<file path="src/rtl/float64_to_float32_if.sv">
// AXI-Stream bundle for the binary64 -> binary32 narrowing stage.
// The slave modport is the stage's own view; master is the upstream/downstream driver view.
interface float64_to_float32_if;
  logic [63:0] s_axis_a_tdata;
  logic        s_axis_a_tvalid;
  logic        s_axis_a_tready;
  logic [31:0] m_axis_result_tdata;
  logic [1:0]  m_axis_result_tuser;
  logic        m_axis_result_tvalid;
  logic        m_axis_result_tready;

  modport slave (
    input  s_axis_a_tdata,
    input  s_axis_a_tvalid,
    output s_axis_a_tready,
    output m_axis_result_tdata,
    output m_axis_result_tuser,
    output m_axis_result_tvalid,
    input  m_axis_result_tready
  );

  modport master (
    output s_axis_a_tdata,
    output s_axis_a_tvalid,
    input  s_axis_a_tready,
    input  m_axis_result_tdata,
    input  m_axis_result_tuser,
    input  m_axis_result_tvalid,
    output m_axis_result_tready
  );
endinterface

</file>
<file path="src/rtl/float64_to_float32.sv">
// Global-stall pipelined binary64 -> binary32 converter: capture, classify, round, output register.
// tuser[1] flags finite-to-infinity overflow, tuser[0] flags a nonzero input flushed to zero.
module float64_to_float32 #(
  parameter int ROUND_MODE = 0,
  parameter int LATENCY    = 3
) (
  input  logic                 aclk,
  input  logic                 aresetn,
  float64_to_float32_if.slave  bus
);

  if (LATENCY != 3) begin : g_bad_latency
    $error("float64_to_float32: LATENCY must be 3");
  end

  typedef enum logic [2:0] {
    CLS_NORM = 3'd0,
    CLS_ZERO = 3'd1,
    CLS_INF  = 3'd2,
    CLS_NAN  = 3'd3,
    CLS_OVF  = 3'd4
  } cls_e;

  logic        advance_s;

  logic        v0_q, v0_d;
  logic [63:0] d0_q, d0_d;

  logic        v1_q, v1_d;
  logic        sign1_q, sign1_d;
  cls_e        cls1_q, cls1_d;
  logic        uf1_q, uf1_d;
  logic [7:0]  exp1_q, exp1_d;
  logic [51:0] man1_q, man1_d;

  logic        v2_q, v2_d;
  logic [31:0] res2_q, res2_d;
  logic [1:0]  usr2_q, usr2_d;

  logic        v3_q, v3_d;
  logic [31:0] res3_q, res3_d;
  logic [1:0]  usr3_q, usr3_d;

  logic [10:0]        exp_in_s;
  logic [51:0]        man_in_s;
  logic signed [12:0] ebias_s;
  cls_e               cls_s;
  logic               uf_s;

  logic [22:0] mant_hi_s;
  logic        round_up_s;
  logic [30:0] sum_s;
  logic [31:0] res_s;
  logic [1:0]  usr_s;

  assign advance_s                = bus.m_axis_result_tready | ~v3_q;
  assign bus.s_axis_a_tready      = advance_s;
  assign bus.m_axis_result_tvalid = v3_q;
  assign bus.m_axis_result_tdata  = res3_q;
  assign bus.m_axis_result_tuser  = usr3_q;

  // Stage 0: raw capture of the incoming beat (bubbles included).
  always_comb begin
    v0_d = v0_q;
    d0_d = d0_q;
    if (advance_s) begin
      v0_d = bus.s_axis_a_tvalid;
      d0_d = bus.s_axis_a_tdata;
    end else begin
      v0_d = v0_q;
      d0_d = d0_q;
    end
  end

  assign exp_in_s = d0_q[62:52];
  assign man_in_s = d0_q[51:0];
  assign ebias_s  = $signed({2'b00, exp_in_s}) - 13'sd896;

  // Stage 1 classification of the captured operand.
  always_comb begin
    cls_s = CLS_NORM;
    uf_s  = 1'b0;
    if (exp_in_s == 11'h7FF) begin
      cls_s = (man_in_s != 52'd0) ? CLS_NAN : CLS_INF;
    end else if (exp_in_s == 11'h000) begin
      cls_s = CLS_ZERO;
      uf_s  = (man_in_s != 52'd0);
    end else if (ebias_s <= 13'sd0) begin
      cls_s = CLS_ZERO;
      uf_s  = 1'b1;
    end else if (ebias_s >= 13'sd255) begin
      cls_s = CLS_OVF;
    end else begin
      cls_s = CLS_NORM;
    end
  end

  // Stage 1 register inputs.
  always_comb begin
    v1_d    = v1_q;
    sign1_d = sign1_q;
    cls1_d  = cls1_q;
    uf1_d   = uf1_q;
    exp1_d  = exp1_q;
    man1_d  = man1_q;
    if (advance_s) begin
      v1_d    = v0_q;
      sign1_d = d0_q[63];
      cls1_d  = cls_s;
      uf1_d   = uf_s;
      exp1_d  = ebias_s[7:0];
      man1_d  = man_in_s;
    end else begin
      v1_d    = v1_q;
      sign1_d = sign1_q;
      cls1_d  = cls1_q;
      uf1_d   = uf1_q;
      exp1_d  = exp1_q;
      man1_d  = man1_q;
    end
  end

  assign mant_hi_s  = man1_q[51:29];
  assign round_up_s = (ROUND_MODE == 32'sd0) && man1_q[28] && ((|man1_q[27:0]) || mant_hi_s[0]);
  // Exponent and mantissa add as one field so a mantissa carry bumps the exponent.
  assign sum_s      = {exp1_q, mant_hi_s} + {30'd0, round_up_s};

  // Stage 2: pack the binary32 result and flags.
  always_comb begin
    res_s = 32'd0;
    usr_s = 2'b00;
    case (cls1_q)
      CLS_NAN: begin
        res_s = {sign1_q, 8'hFF, 1'b1, man1_q[50:29]};
        usr_s = 2'b00;
      end
      CLS_INF: begin
        res_s = {sign1_q, 8'hFF, 23'd0};
        usr_s = 2'b00;
      end
      CLS_ZERO: begin
        res_s = {sign1_q, 31'd0};
        usr_s = {1'b0, uf1_q};
      end
      CLS_OVF: begin
        res_s = {sign1_q, 8'hFF, 23'd0};
        usr_s = 2'b10;
      end
      CLS_NORM: begin
        if (sum_s[30:23] == 8'hFF) begin
          res_s = {sign1_q, 8'hFF, 23'd0};
          usr_s = 2'b10;
        end else begin
          res_s = {sign1_q, sum_s};
          usr_s = 2'b00;
        end
      end
      default: begin
        res_s = 32'd0;
        usr_s = 2'b00;
      end
    endcase
  end

  // Stage 2 and stage 3 register inputs.
  always_comb begin
    v2_d   = v2_q;
    res2_d = res2_q;
    usr2_d = usr2_q;
    v3_d   = v3_q;
    res3_d = res3_q;
    usr3_d = usr3_q;
    if (advance_s) begin
      v2_d   = v1_q;
      res2_d = res_s;
      usr2_d = usr_s;
      v3_d   = v2_q;
      res3_d = res2_q;
      usr3_d = usr2_q;
    end else begin
      v2_d   = v2_q;
      res2_d = res2_q;
      usr2_d = usr2_q;
      v3_d   = v3_q;
      res3_d = res3_q;
      usr3_d = usr3_q;
    end
  end

  // Pipeline state; reset discards in-flight beats and clears data.
  always_ff @(posedge aclk or negedge aresetn) begin
    if (!aresetn) begin
      v0_q    <= 1'b0;
      d0_q    <= 64'd0;
      v1_q    <= 1'b0;
      sign1_q <= 1'b0;
      cls1_q  <= CLS_ZERO;
      uf1_q   <= 1'b0;
      exp1_q  <= 8'd0;
      man1_q  <= 52'd0;
      v2_q    <= 1'b0;
      res2_q  <= 32'd0;
      usr2_q  <= 2'b00;
      v3_q    <= 1'b0;
      res3_q  <= 32'd0;
      usr3_q  <= 2'b00;
    end else begin
      v0_q    <= v0_d;
      d0_q    <= d0_d;
      v1_q    <= v1_d;
      sign1_q <= sign1_d;
      cls1_q  <= cls1_d;
      uf1_q   <= uf1_d;
      exp1_q  <= exp1_d;
      man1_q  <= man1_d;
      v2_q    <= v2_d;
      res2_q  <= res2_d;
      usr2_q  <= usr2_d;
      v3_q    <= v3_d;
      res3_q  <= res3_d;
      usr3_q  <= usr3_d;
    end
  end

endmodule

</file>
<file path="src/flat_wrapper.sv">
// flat-port wrapper written by rule: the top's interface ports become plain ports
module float64_to_float32_flat 
#(
  parameter int ROUND_MODE = 0,
  parameter int LATENCY    = 3
)
  (aclk, aresetn, bus_s_axis_a_tdata, bus_s_axis_a_tvalid, bus_s_axis_a_tready, bus_m_axis_result_tdata, bus_m_axis_result_tuser, bus_m_axis_result_tvalid, bus_m_axis_result_tready);
  float64_to_float32_if bus_i ();
  input  logic aclk;
  input  logic aresetn;
  input wire logic [$bits(bus_i.s_axis_a_tdata)-1:0] bus_s_axis_a_tdata;
  input wire logic [$bits(bus_i.s_axis_a_tvalid)-1:0] bus_s_axis_a_tvalid;
  output wire logic [$bits(bus_i.s_axis_a_tready)-1:0] bus_s_axis_a_tready;
  output wire logic [$bits(bus_i.m_axis_result_tdata)-1:0] bus_m_axis_result_tdata;
  output wire logic [$bits(bus_i.m_axis_result_tuser)-1:0] bus_m_axis_result_tuser;
  output wire logic [$bits(bus_i.m_axis_result_tvalid)-1:0] bus_m_axis_result_tvalid;
  input wire logic [$bits(bus_i.m_axis_result_tready)-1:0] bus_m_axis_result_tready;
  assign bus_i.s_axis_a_tdata = bus_s_axis_a_tdata;
  assign bus_i.s_axis_a_tvalid = bus_s_axis_a_tvalid;
  assign bus_s_axis_a_tready = bus_i.s_axis_a_tready;
  assign bus_m_axis_result_tdata = bus_i.m_axis_result_tdata;
  assign bus_m_axis_result_tuser = bus_i.m_axis_result_tuser;
  assign bus_m_axis_result_tvalid = bus_i.m_axis_result_tvalid;
  assign bus_i.m_axis_result_tready = bus_m_axis_result_tready;
  float64_to_float32 #(.ROUND_MODE(ROUND_MODE), .LATENCY(LATENCY)) u_core (.aclk(aclk), .aresetn(aresetn), .bus(bus_i));
endmodule
</file>
<file path="config.mk">
export PLATFORM = sky130hd
export DESIGN_NAME = float64_to_float32_flat
export DESIGN_NICKNAME = d
export VERILOG_FILES = /design/src/rtl/float64_to_float32_if.sv /design/src/rtl/float64_to_float32.sv /design/src/flat_wrapper.sv
export SDC_FILE = /design/constraint.sdc
export NUM_CORES = 1
export LEC_CHECK = 0
export BUFFER_PORTS_ARGS = -buffer_cell sky130_fd_sc_hd__buf_2
export CAP_MARGIN = 20
export CORE_MARGIN = 2
export CORE_UTILIZATION = 58
export DETAILED_ROUTE_END_ITERATION = 16
export GPL_ROUTABILITY_DRIVEN = 0
export HOLD_SLACK_MARGIN = 0.15
export PLACE_DENSITY = 0.77
export SYNTH_ARGS = -nofsm -noshare
export SYNTH_HDL_FRONTEND = slang
export SYNTH_SLANG_ARGS = --single-unit
</file>
<file path="constraint.sdc">
create_clock -name aclk -period 3.75 [get_ports aclk]
set_input_delay 0.75 -clock aclk [delete_from_list [all_inputs] [get_ports aclk]]
set_output_delay 0.75 -clock aclk [all_outputs]
set_load 0.02 [all_outputs]
</file>
== Word-level counts from Yosys, hierarchy flattened ==
Cells that the tools add are included.

* Output and inout bits: 36
* Logic and storage cells: 45
* Register bits after elaboration: 201
* Input port bits: 68

* Reduce and logical (&&, ||, !) cells: 7
* Add/subtract/negate cells: 2
* Order comparisons: 2
* Bitwise logic cells: 2
* Muxes and demuxes: 12
* Equality and inequality tests: 6

{| class="wikitable"
|+ Operators by type and width
! kind !! number
|-
| 32-bit one-hot mux with 4 select lines || 1
|-
| 52-bit nonzero test || 1
|-
| 31-bit by 1-bit adder with 31-bit output || 1
|-
| 31-bit two-way mux || 1
|-
| 28-bit OR reduction || 1
|-
| 13-bit by 9-bit greater-or-equal comparator with 1-bit output, second input constant || 1
|-
| 13-bit by 1-bit <= comparator with 1-bit output, second input constant || 1
|-
| 3-bit two-way mux || 4
|-
| 11-bit by 10-bit subtractor with 12-bit output, second input constant || 1
|-
| 11-bit equality test, second input constant || 1
|-
| 11-bit zero test || 1
|-
| 8-bit equality test, second input constant || 1
|-
| 3-bit by 2-bit equality test with 1-bit output, second input constant || 2
|-
| 2-bit one-hot mux with 3 select lines || 1
|-
| 1-bit two-way mux || 4
|-
| 3-bit by 1-bit equality test with 1-bit output, second input constant || 1
|-
| 3-bit equality test, second input constant || 1
|-
| 3-bit zero test || 1
|-
| 2-bit two-way mux || 1
|-
| 2-bit OR reduction || 1
|-
| 1-bit logical AND || 1
|-
| 1-bit logical OR || 1
|-
| 1-bit inverter || 1
|-
| 1-bit OR || 1
|}

== Logic depth before layout (Yosys ltp) ==
* Word-level depth: 7
* Gate-level depth with buffers: 10
* Gate-level depth less buffers: 8

== Least setup slack after synthesis ==
OpenSTA, ideal clock, no wires.

* Path type: reg-to-reg
* Start point: register u_core.man1_q[28]
* End point: register u_core.res2_q[13]
* Stages on the path, launching flop included: 11
* Arrival: 2.558 ns
* Path buffers: 2
* Required time: 3.670 ns
* Slack: 1.112 ns
* Setup time: 0.080 ns
* Period minus slack after synthesis: 2.638 ns
* Path through: dfrtp_1 > and2_1 > ha_1 > nand4_2 > or4_1 > o21ai_0 > a22oi_1 > a311o_1 > buf_6 > buf_12 > o211ai_2

* Word-level cells in the longest chain between the ends: 5

{| class="wikitable"
|+ Ends and longest elaborated chain
! what !! RTL line !! source
|-
| from (decl) || float64_to_float32.sv:34 || <nowiki>logic [51:0] man1_q, man1_d;</nowiki>
|-
| from (signal assigned) || float64_to_float32.sv:215 || <nowiki>man1_q <= man1_d;</nowiki>
|-
| 1-bit logical AND * || float64_to_float32.sv:124 || <nowiki>assign round_up_s = (ROUND_MODE == 32'sd0) && man1_q[28] && ((|man1_q[27:0]) || mant_hi_s[0]);</nowiki>
|-
| 31-bit by 1-bit adder with 31-bit output * || float64_to_float32.sv:126 || <nowiki>assign sum_s = {exp1_q, mant_hi_s} + {30'd0, round_up_s};</nowiki>
|-
| 8-bit equality test || float64_to_float32.sv:150 || <nowiki>if (sum_s[30:23] == 8'hFF) begin</nowiki>
|-
| 31-bit two-way mux * || float64_to_float32.sv:150 ||
|-
| 32-bit one-hot mux with 4 select lines * || float64_to_float32.sv:132 || <nowiki>case (cls1_q)</nowiki>
|-
| to (signal assigned) || float64_to_float32.sv:217 || <nowiki>res2_q <= res2_d;</nowiki>
|-
| to (decl) || float64_to_float32.sv:37 || <nowiki>logic [31:0] res2_q, res2_d;</nowiki>
|}

Every way passes the cells marked *; elsewhere a longest branch is shown, timed or not.
A chain may end at the register's enable or synchronous reset.

== Worst setup path in the final report ==
* Start point: register u_core.man1_q[34]
* End point: register u_core.res2_q[12]

* Word-level cells in the longest chain between the ends: 4

{| class="wikitable"
|+ Ends and longest elaborated chain
! what !! RTL line
|-
| 31-bit by 1-bit adder with 31-bit output * || float64_to_float32.sv:126
|-
| 8-bit equality test || float64_to_float32.sv:150
|-
| 31-bit two-way mux * || float64_to_float32.sv:150
|-
| 32-bit one-hot mux with 4 select lines * || float64_to_float32.sv:132
|}

Marks and branches as above.

==> results.tsv <==
metric	value	unit
worst setup path startpoint	u_core.man1_q[34]$_DFFE_PN0P_	
largest net degree at the start of global routing	195	
Bufs on Longest Clock Path	3	
post-cts sizing count	0	
reg2reg path depth	6	
Mapped Nets	1125	
CTS tree	yes	
Die Y	128	um
drt pass-1 iters	8	
Layout Skew	7.38	ps
Synth area leaders	dfrtp_1 56%, nand2_1 23%, clkbuf_1 2.1%	
GR Overflow Total	0	
core outline area	15100	um2
Fin. Hold Viols	0	
full die area	16500	um2
Worst path depth	6	
Pleak	5.28	nW
Cell Rows	45	
final design utilization	67.4	%
crit path time final	3200	ps
Mapped Area	8970	um2
initial antenna violation count	0	
initial DRC count	597	
num ports	104	
slowest stage delay, CP	760	ps
Max VDD drop	397	uV
Die X-Extent	128	um
layout cell share with drive strength beyond 1	13.7	%
post-synthesis instance total	1054	
Crit Path Category	reg2reg	
# fillers	1304	
DP HPWL	12.9	mm
Post-Route WL	19.6	mm
most common cell in the synthesized netlist	nand2_1	
RSZ-0062 raised after global routing	false	
CP Cell Sequence	nand4_2 -> or4_1 -> or4_1 -> nand3_1 -> a311o_1 -> o211ai_1	
Max H-tree Level	1	
Area growth syn-to-layout	13.8	%
EDFF count, synth	0	
FFs w/ async S/R, synth	100	%
R2R Setup Slk	550	ps
GRT Total Usage	24.8	%
WP buf/inv	0	
most frequent CP cell	or4_1	
post-synthesis sequential area ratio	56.1	%
Crit Reg-Reg Endpoint	u_core.res2_q[12]$_DFFE_PN0P_	
worst path required time	4070	ps
Antenna Cells	0	
worst hold path class	in2async	
I/O Buffers	103	
ys flop type	dfrtp_1	
vias	7248	
Mean Syn Cell Area	8.51	um2
TritonCTS Sinks	201	
CP arrival	3520	ps
WL/cell	14.8	um
synth cell count leaders	542 x nand2_1, 200 x dfrtp_1, 51 x clkbuf_1	
Yosys reg bits	201	
Setup Fix Bufs, Post-CTS	0	
CP endpoint kind	flop	
Crit-path slowest cell	a311o_1	
latest clock arrival within the worst-skew pair	480	ps
PwrDens	782	nW/um2
DRC	0	
Final Slew Violations	0	
first-pass GRT wire length	33.5	mm
Critical Path Start Type	flop	
setup tns final	0	ps
vias in the first global route	6820	
max-cap check violation count	0	
status	completed	
Initial Util	59.2	%
NumNets Final	1194	
clk slew on worst S/H paths	60	ps
Via density	5.47	
total CTS buffers	21	
hold_buf cts	0	
worst flop-to-flop path startpoint	u_core.man1_q[34]$_DFFE_PN0P_	
CP endpoint	u_core.res2_q[12]$_DFFE_PN0P_	
Distinct cells, synth	55	
CP Max Fanout	18	
Setup-failing EPs final	0	
Slew @ Worst Pin	893	ps
Synth top area share	55.8	%
post-route ant nets	0	
Worst path top cell family by delay	simple AND/OR/NAND/NOR gates	
fin crit share	85.3	%
Yosys top cell by area	dfrtp_1	
CTS root buffer	clkbuf_16	
f_max	313	MHz
number of warnings issued by yosys	0	
Slew Limit Headroom	40.5	%
[worst register-to-register path: stages, from the launching register on]
cell	delay (ps)
dfrtp_1	490
nand4_2	170
or4_1	680
or4_1	570
nand3_1	140
a311o_1	760
o211ai_1	220
[through the flow]
stage          total power [mW]  setup WS (ps)  hold slack (ps)  instances  cell area [um2]
4_1_cts                    8.02            569              334       1324            10200
3_5_place_dp               6.00            581              451       1288             9550
3_3_place_gp               5.91            672              445       1288             9550
5_1_grt                    8.55            219              369       1324            10200
2_1_floorplan              5.28           1110              430       1054             8970
6_report                   7.99            552              302       1324            10200
[placed cells by master, fill, tap and decap left out, types with 2 or more instances in the layout]
cell type,instances
a221o_1,2
mux2_2,2
nand4b_1,3
buf_4,2
buf_12,3
nor2_1,19
nand2_1,542
clkbuf_1,7
nand4_1,16
buf_2,102
mux2i_1,10
a22oi_1,2
nor4_1,29
inv_1,11
o21ai_1,2
and2_1,4
and4_1,3
and3_1,4
ha_1,3
clkbuf_8,6
a311oi_1,2
clkinv_2,2
xor2_1,2
a21o_1,3
a31oi_1,6
or4_1,7
nand4_2,2
or3_1,4
o211ai_2,7
nor2b_1,2
a21oi_1,14
clkbuf_16,21
xnor2_1,2
o21ai_0,29
nor3_1,6
nand3_1,23
o211ai_1,10
a22o_1,3
dfrtp_1,200
[how the worst min path moves through the flow]
stage                     cells after the start                                      startpoint  slack (ps)                                             end
after floorplan                               2                         u_core.v2_q$_DFFE_PN0P_         430                         u_core.v2_q$_DFFE_PN0P_
after global placement                        2   u_core.bus.m_axis_result_tdata[7]$_DFFE_PN0P_         440   u_core.bus.m_axis_result_tdata[7]$_DFFE_PN0P_
after detailed placement                      2  u_core.bus.m_axis_result_tdata[19]$_DFFE_PN0P_         450  u_core.bus.m_axis_result_tdata[19]$_DFFE_PN0P_
after CTS                                     1                                         aresetn         330  u_core.bus.m_axis_result_tdata[19]$_DFFE_PN0P_
after global routing                          1                                         aresetn         370  u_core.bus.m_axis_result_tdata[14]$_DFFE_PN0P_
final                                         1                                         aresetn         300  u_core.bus.m_axis_result_tdata[19]$_DFFE_PN0P_
[routing by layer]
metal / vias to the layer above / global-route usage [%] / part of all wire (%)
met5: - / 0 / 0
met4: 0 / 7.05 / 2.3
met3: 38 / 3.53 / 6.1
met2: 251 / 37.7 / 44
met1: 3361 / 37.7 / 47
li1: 3598 / - / -
[kinds of logic after synthesis]
logic type	after synthesis	synth area share [%]
AND/OR/NAND/NOR	669	31.1
flip-flops	201	56.1
adder cells (fa/ha/maj)	3	0.419
AO/OA/AOI/OAI	91	7.20
multiplexers	12	1.37
XOR/XNOR	4	0.391
buffers and inverters	74	3.46
[flip-flops by register name, indices dropped and copies added, names as in the netlist, 2 cells and up]
name / flops
u_core.d0_q: 64
u_core.man1_q: 52
u_core.bus.m_axis_result_tdata: 32
u_core.res2_q: 32
u_core.exp1_q: 8
u_core.cls1_q: 3
u_core.bus.m_axis_result_tuser: 2
u_core.usr2_q: 2
[report_power, final]
group | internal (mW) | switching (mW) | total (mW)
sequential | 3.01 | 0.766 | 3.78
combinational | 0.787 | 1.43 | 2.22
clock | 1.20 | 0.796 | 1.99
[area by class of cell]
type                            instances  area [um2]  share of cell area [%]
Clock buffer                           33         621                    6.08
Tap cell                              188         235                    2.30
Inverter                               12        47.5                   0.466
Clock inverter                          3        40.0                   0.392
Sequential cell                       201        5030                    49.3
Timing Repair Buffer                  108         599                    5.87
Multi-Input combinational cell        779        3630                    35.6
Power figures use the tool's default switching activity.
